$ cat src/rtl/bcd2bin_seq.sv
// rtl/bcd2bin_seq.sv - sequential BCD-to-binary converter (reverse double-dabble), optional BCD2BIN_FAST_EN
module bcd2bin_seq #(
    parameter int DIGITS = 4
) (
    input  logic                  clk,
    input  logic                  rst_n,
    input  logic                  in_valid,
    output logic                  in_ready,
    input  logic [4*DIGITS-1:0]   B,
    output logic                  out_valid,
    input  logic                  out_ready,
    output logic [4*DIGITS-1:0]   P,
    output logic                  err
);

    localparam int W = 4 * DIGITS;
`ifdef BCD2BIN_FAST_EN
    localparam int STEPS = W / 2;
`else
    localparam int STEPS = W;
`endif
    localparam int CW = $clog2(STEPS + 1);
    localparam logic [CW-1:0] LAST = CW'(STEPS - 1);

    typedef enum logic [1:0] {
        IDLE,
        RUN,
        DONE
    } state_t;

    state_t            state_q;
    state_t            state_d;
    logic [2*W-1:0]    z_q;
    logic [2*W-1:0]    z_one;
    logic [2*W-1:0]    z_next;
    logic [CW-1:0]     cnt_q;
    logic              err_q;
    logic              bad_digit;

    // One reverse double-dabble step: shift right, then pull every BCD field
    // that landed at 8 or more back down by 3 (fields corrected in parallel).
    function automatic logic [2*W-1:0] dd_step(input logic [2*W-1:0] z);
        logic [2*W-1:0] s;
        s = z >> 1;
        for (int k = 0; k < DIGITS; k++) begin
            if (s[W+4*k +: 4] >= 4'd8) begin
                s[W+4*k +: 4] = s[W+4*k +: 4] - 4'd3;
            end
        end
        return s;
    endfunction

    // Per-edge datapath update: one step, or two chained steps in the fast build.
    always_comb begin
        z_one = dd_step(z_q);
`ifdef BCD2BIN_FAST_EN
        z_next = dd_step(z_one);
`else
        z_next = z_one;
`endif
    end

    // Flag any input nibble outside 0..9.
    always_comb begin
        bad_digit = 1'b0;
        for (int k = 0; k < DIGITS; k++) begin
            if (B[4*k +: 4] > 4'd9) begin
                bad_digit = 1'b1;
            end
        end
    end

    // State register.
    always_ff @(posedge clk) begin
        if (!rst_n) begin
            state_q <= IDLE;
        end else begin
            state_q <= state_d;
        end
    end

    // Next-state and handshake outputs.
    always_comb begin
        state_d   = state_q;
        in_ready  = 1'b0;
        out_valid = 1'b0;
        case (state_q)
            IDLE: begin
                in_ready = 1'b1;
                if (in_valid) begin
                    state_d = RUN;
                end
            end
            RUN: begin
                if (cnt_q == LAST) begin
                    state_d = DONE;
                end
            end
            DONE: begin
                out_valid = 1'b1;
                if (out_ready) begin
                    state_d = IDLE;
                end
            end
            default: state_d = IDLE;
        endcase
    end

    // Shift register, step counter and result registers.
    always_ff @(posedge clk) begin
        if (!rst_n) begin
            z_q   <= '0;
            cnt_q <= '0;
            err_q <= 1'b0;
            P     <= '0;
            err   <= 1'b0;
        end else begin
            case (state_q)
                IDLE: begin
                    if (in_valid) begin
                        z_q   <= {B, {W{1'b0}}};
                        err_q <= bad_digit;
                        cnt_q <= '0;
                    end
                end
                RUN: begin
                    z_q   <= z_next;
                    cnt_q <= cnt_q + CW'(1);
                    if (cnt_q == LAST) begin
                        // Malformed input still runs full length but reports zero.
                        P   <= err_q ? '0 : z_next[W-1:0];
                        err <= err_q;
                    end
                end
                default: ;
            endcase
        end
    end

endmodule

$ cat config.mk
export PLATFORM = sky130hd
export DESIGN_NAME = bcd2bin_seq
export DESIGN_NICKNAME = d
export VERILOG_FILES = /design/src/rtl/bcd2bin_seq.sv
export SDC_FILE = /design/constraint.sdc
export NUM_CORES = 1
export LEC_CHECK = 0
export CAP_MARGIN = 10
export CORE_MARGIN = 3
export CORE_UTILIZATION = 45
export CTS_CLUSTER_SIZE = 12
export DETAILED_ROUTE_END_ITERATION = 10
export HOLD_SLACK_MARGIN = 0.06
export PLACE_DENSITY_LB_ADDON = 0.1
export RECOVER_POWER = 100
export SETUP_SLACK_MARGIN = 0.02
export SYNTH_ARGS = -nofsm -noshare
export SYNTH_HDL_FRONTEND = slang
export SYNTH_SLANG_ARGS = --single-unit
$ cat constraint.sdc
create_clock -name clk -period 1.97 [get_ports clk]
set_input_delay 0.2955 -clock clk [delete_from_list [all_inputs] [get_ports clk]]
set_output_delay 0.2955 -clock clk [all_outputs]
set_load 0.01 [all_outputs]
==> metrics.txt <==
# TYPE chip_impl_metric gauge
chip_impl_info{name="outcome",value="finished, final reports clean"} 1
chip_impl_metric{name="postCtsSetupBuffers",unit=""} 0
chip_impl_metric{name="flop2flop_setup_slack",unit="ps"} 260
chip_impl_metric{name="maximum_number_of_pins_on_one_net_before_global_route_repair",unit=""} 43
chip_impl_metric{name="timing.final.setup_violations",unit=""} 0
chip_impl_metric{name="timing.critical_path.required",unit="ps"} 1670
chip_impl_metric{name="clock_skew",unit="ps"} 6.320
chip_impl_metric{name="finalCriticalPeriod",unit="ps"} 1839
chip_impl_metric{name="dieArea",unit="µm²"} 6669
chip_impl_metric{name="reported_leakage_power",unit="nW"} 1.129
chip_impl_metric{name="power.density",unit="nW/µm²"} 697.5
chip_impl_metric{name="tritoncts.num_buffers",unit=""} 5
chip_impl_info{name="hold_end",value="P[6]$_SDFFE_PN0P_"} 1
chip_impl_metric{name="reg2reg_depth",unit=""} 4
chip_impl_metric{name="initial_utilization",unit="%"} 48.29
chip_impl_metric{name="die_h",unit="µm"} 81.67
chip_impl_metric{name="rows",unit=""} 26
chip_impl_metric{name="power.clock.fraction",unit="%"} 30.1
chip_impl_info{name="clockRootBuffer",value="clkbuf_8"} 1
chip_impl_metric{name="place.port_buffers",unit=""} 38
chip_impl_info{name="cts_tree",value="yes"} 1
chip_impl_metric{name="yosysSeqAreaShare",unit="%"} 43.52
chip_impl_metric{name="synth_cells",unit=""} 299
chip_impl_metric{name="nets",unit=""} 364
chip_impl_metric{name="clkSinkCount",unit=""} 56
chip_impl_metric{name="place_hpwl",unit="µm"} 3964
chip_impl_metric{name="drt_iter0_drcs",unit=""} 92
chip_impl_metric{name="post_synth_instance_area",unit="µm²"} 2576
chip_impl_metric{name="share_comb_of_total_power",unit="%"} 13.5
chip_impl_metric{name="power.share.switching",unit="%"} 25.98
chip_impl_info{name="regToRegStartpoint",value="state_q[0]$_SDFFE_PN0P_"} 1
chip_impl_metric{name="ys_seq_elements",unit=""} 56
chip_impl_metric{name="routabilityCongestion",unit=""} 0.7708
chip_impl_metric{name="sw_pwr",unit="µW"} 563.3
chip_impl_metric{name="fp.coreArea",unit="µm²"} 5335
chip_impl_metric{name="final_hold_viol_count",unit=""} 0
chip_impl_metric{name="post_synth.cell_area_avg",unit="µm²"} 8.616
chip_impl_info{name="synthDominantAreaCellType",value="dfxtp_1"} 1
chip_impl_metric{name="clock_path_buffers",unit=""} 2
chip_impl_info{name="min_path_type",value="flop to flop"} 1
chip_impl_info{name="worstReg2RegEnd",value="z_q[30]$_SDFFE_PN0P_"} 1
chip_impl_metric{name="slew_headroom",unit="%"} 64.03
chip_impl_metric{name="remaining_design_rule_violation_count",unit=""} 0
chip_impl_metric{name="number_of_antenna_violations_at_the_first_check_in_global_routing",unit=""} 0
chip_impl_info{name="timing_worst_setup_path_type",value="flop to primary output"} 1
chip_impl_info{name="critical_path.startpoint_type",value="flop"} 1
chip_impl_metric{name="wl_per_cell",unit="µm"} 14.40
chip_impl_metric{name="route.final.wire_length",unit="µm"} 5861
chip_impl_metric{name="final_layout_size_suffix_gt1_share",unit="%"} 7.122
chip_impl_info{name="worst_hold_startpoint",value="P[6]$_SDFFE_PN0P_"} 1
chip_impl_metric{name="synth_cell_type_count",unit=""} 35
chip_impl_metric{name="drtAntennaViolNets",unit=""} 0
chip_impl_metric{name="grt_residual_overflow",unit=""} 0
chip_impl_metric{name="global_route.usage.total",unit="%"} 19.28
chip_impl_metric{name="grt_pass1_vias",unit=""} 2086
chip_impl_metric{name="sequentialPowerShare",unit="%"} 56.4
chip_impl_info{name="yosys-top-cells-area",value="dfxtp_1, a21oi_1, nand2_1, nand3b_1, ha_1"} 1
chip_impl_info{name="rsz0062_at_grt",value="no"} 1
chip_impl_metric{name="global_route.usage.met2",unit="%"} 29.72
chip_impl_metric{name="irDropWorstVdd",unit="µV"} 515.2
chip_impl_metric{name="internal_power",unit="mW"} 1.605
chip_impl_metric{name="max_clock_freq",unit="MHz"} 543.6
chip_impl_info{name="grt-busiest-layer",value="met2"} 1
chip_impl_metric{name="fillerInstances",unit=""} 520
chip_impl_info{name="crit_path_end_kind",value="primary output"} 1
chip_impl_metric{name="timing.setup.tns",unit="ps"} 0
chip_impl_metric{name="grt_pass1_wl",unit="µm"} 9908
chip_impl_metric{name="groute.layer.met1.usage",unit="%"} 26.93
chip_impl_info{name="startpoint",value="state_q[0]$_SDFFE_PN0P_"} 1
chip_impl_metric{name="dr.pass1.iters",unit=""} 4
chip_impl_metric{name="min_path_cells",unit=""} 2
chip_impl_metric{name="use_met3",unit="%"} 4.496
chip_impl_metric{name="critical_path_arrival",unit="ps"} 1540
chip_impl_metric{name="pin_slew_with_the_least_headroom_to_its_limit",unit="ps"} 538.8
chip_impl_metric{name="power",unit="mW"} 2.168
chip_impl_metric{name="slew_violations",unit=""} 0
chip_impl_metric{name="cts-htree-levels",unit=""} 2
chip_impl_metric{name="antenna_cells",unit=""} 0
chip_impl_metric{name="timing.critical_path.fanout_max",unit=""} 13
chip_impl_metric{name="drt-vias-per-instance",unit=""} 5.319
chip_impl_metric{name="syn_to_final_growth",unit="%"} 20.64
chip_impl_metric{name="clk-insertion-delay-late",unit="ps"} 310
chip_impl_metric{name="die-width",unit="µm"} 81.67
chip_impl_metric{name="synthesis.nets",unit=""} 327
chip_impl_metric{name="total_vias_in_the_final_route",unit=""} 2165
chip_impl_metric{name="max_cap_viol_count",unit=""} 0
chip_impl_metric{name="timing.final.crit_share",unit="%"} 93.37
chip_impl_metric{name="io_pins",unit=""} 39
chip_impl_metric{name="clk_pin_slew_worst_paths",unit="ps"} 100
chip_impl_metric{name="yosysWarnings",unit=""} 0
chip_impl_metric{name="synth_top_area_share",unit="%"} 43.52
layout by cell type, fill, tap and decap left out, types with 2 or more instances in the layout:
master	count
dfxtp_1	55
nand2_1	49
a21oi_1	41
nand3_1	20
clkdlybuf4s50_1	20
nand3b_1	18
dlygate4sd3_1	18
o21ai_0	9
inv_1	8
nor2_1	8
ha_1	8
buf_4	7
xnor2_1	6
a211oi_1	6
clkbuf_8	6
nor2b_1	5
clkbuf_1	5
mux2i_1	4
nand2b_1	4
o21a_1	4
a32o_1	3
o221a_1	3
nor4bb_1	3
nor3b_1	3
mux2_2	3
a31oi_1	3
a311oi_1	3
clkbuf_2	3
and3_1	2
cell usage after synthesis:
cell / number
buf_4: 4
nor3b_2: 1
a32o_1: 3
nor4bb_1: 3
ha_1: 8
a22oi_1: 1
nand3b_1: 18
a21oi_1: 41
o221a_1: 3
nor2_1: 8
xnor2_1: 6
clkbuf_1: 9
o21bai_2: 1
dfxtp_1: 56
a31oi_1: 3
mux2_2: 3
inv_1: 8
o21ai_0: 9
mux2i_1: 4
a211oi_1: 6
o211ai_1: 1
nand2_1: 49
o21a_1: 4
buf_2: 8
and3b_1: 1
o21ba_2: 1
or3b_1: 1
nor2b_1: 5
a311oi_1: 3
and4_1: 1
nor3b_1: 2
nand3_1: 20
nand2b_1: 4
buf_6: 2
and3_1: 2
registers in the layout, summed over array words and instances (netlist names):
signal,count
err_q,1
z_q,31
cnt_q,5
state_q,2
P,16
err,1
final cells by class:
cell class,instances,area (µm²),share of cell area (%)
tap,70,87.58,2.818
multi-input combinational,212,1291,41.55
timing repair buffer,53,483.0,15.54
clock inverter,1,7.507,0.2415
sequential,56,1122,36.11
inverter,8,30.03,0.9662
clock buffer,7,86.33,2.778
per-stage QoR:
stage | setup slack [ps] | hold slack [ps] | utilization (%) | area (µm²) | instances
floorplan | 344.6 | 443.8 | - | 2576 | 299
global placement | 136.0 | 437.9 | 57.08 | 3045 | 399
detailed placement | 124.4 | 442.3 | 57.08 | 3045 | 399
CTS | 73.54 | 456.4 | 58.86 | 3141 | 407
global route | 55.60 | 472.7 | 58.26 | 3108 | 407
finish | 130.5 | 450.3 | 58.26 | 3108 | 407
power by group through the flow:
| stage | clock network (mW) | registers [mW] | logic, mW |
|---|---|---|---|
| 2_1_floorplan | 0 | 1.23 | 0.212 |
| 3_3_place_gp | 0 | 1.25 | 0.300 |
| 3_5_place_dp | 0 | 1.25 | 0.302 |
| 4_1_cts | 0.679 | 1.22 | 0.304 |
| 5_1_grt | 0.725 | 1.23 | 0.325 |
| 6_report | 0.652 | 1.22 | 0.292 |
worst max-delay path, stage by stage (launching register included):
cell and delay, ps:
dfxtp_2 520, nor2b_1 100, dlygate4sd3_1 610
routing by layer:
| metal | vias up | routed length, µm |
|---|---|---|
| li1 | 1117 | - |
| met1 | 1001 | 2864 |
| met2 | 42 | 2686 |
| met3 | 5 | 249 |
| met4 | 0 | 61 |
| met5 | - | 0 |
timing repair:
item / 4_1_cts / 5_1_grt
hold endpoints to repair: 0 / 0
hold buffers: 0 / 0
resized for setup: 1 / 1
endpoints found under the setup margin: 1 / 17
cells by family (layout without fill, tap and decap cells):
group	Yosys count	in the layout	synth area share, %
AOI/OAI and AO/OA	76	76	18.26
xor gates and xnor gates	6	6	2.040
adders and majority gates	8	8	3.886
buffers and inverters	31	69	6.071
DFF	56	56	43.52
muxes	7	7	2.865
and+or+nand+nor	115	115	23.36
worst max-delay path by stage:
stage / endpoint / slack [ps] / depth (start not counted)
after floorplan: P[7]$_SDFFE_PN0P_ / 340 / 8
after global placement: z_q[13]$_SDFFE_PN0P_ / 140 / 5
after detailed placement: P[12]$_SDFFE_PN0P_ / 120 / 6
after CTS: P[7]$_SDFFE_PN0P_ / 70 / 6
after global routing: out_valid / 60 / 2
final: out_valid / 130 / 2
(Power assumes the default switching activity.)
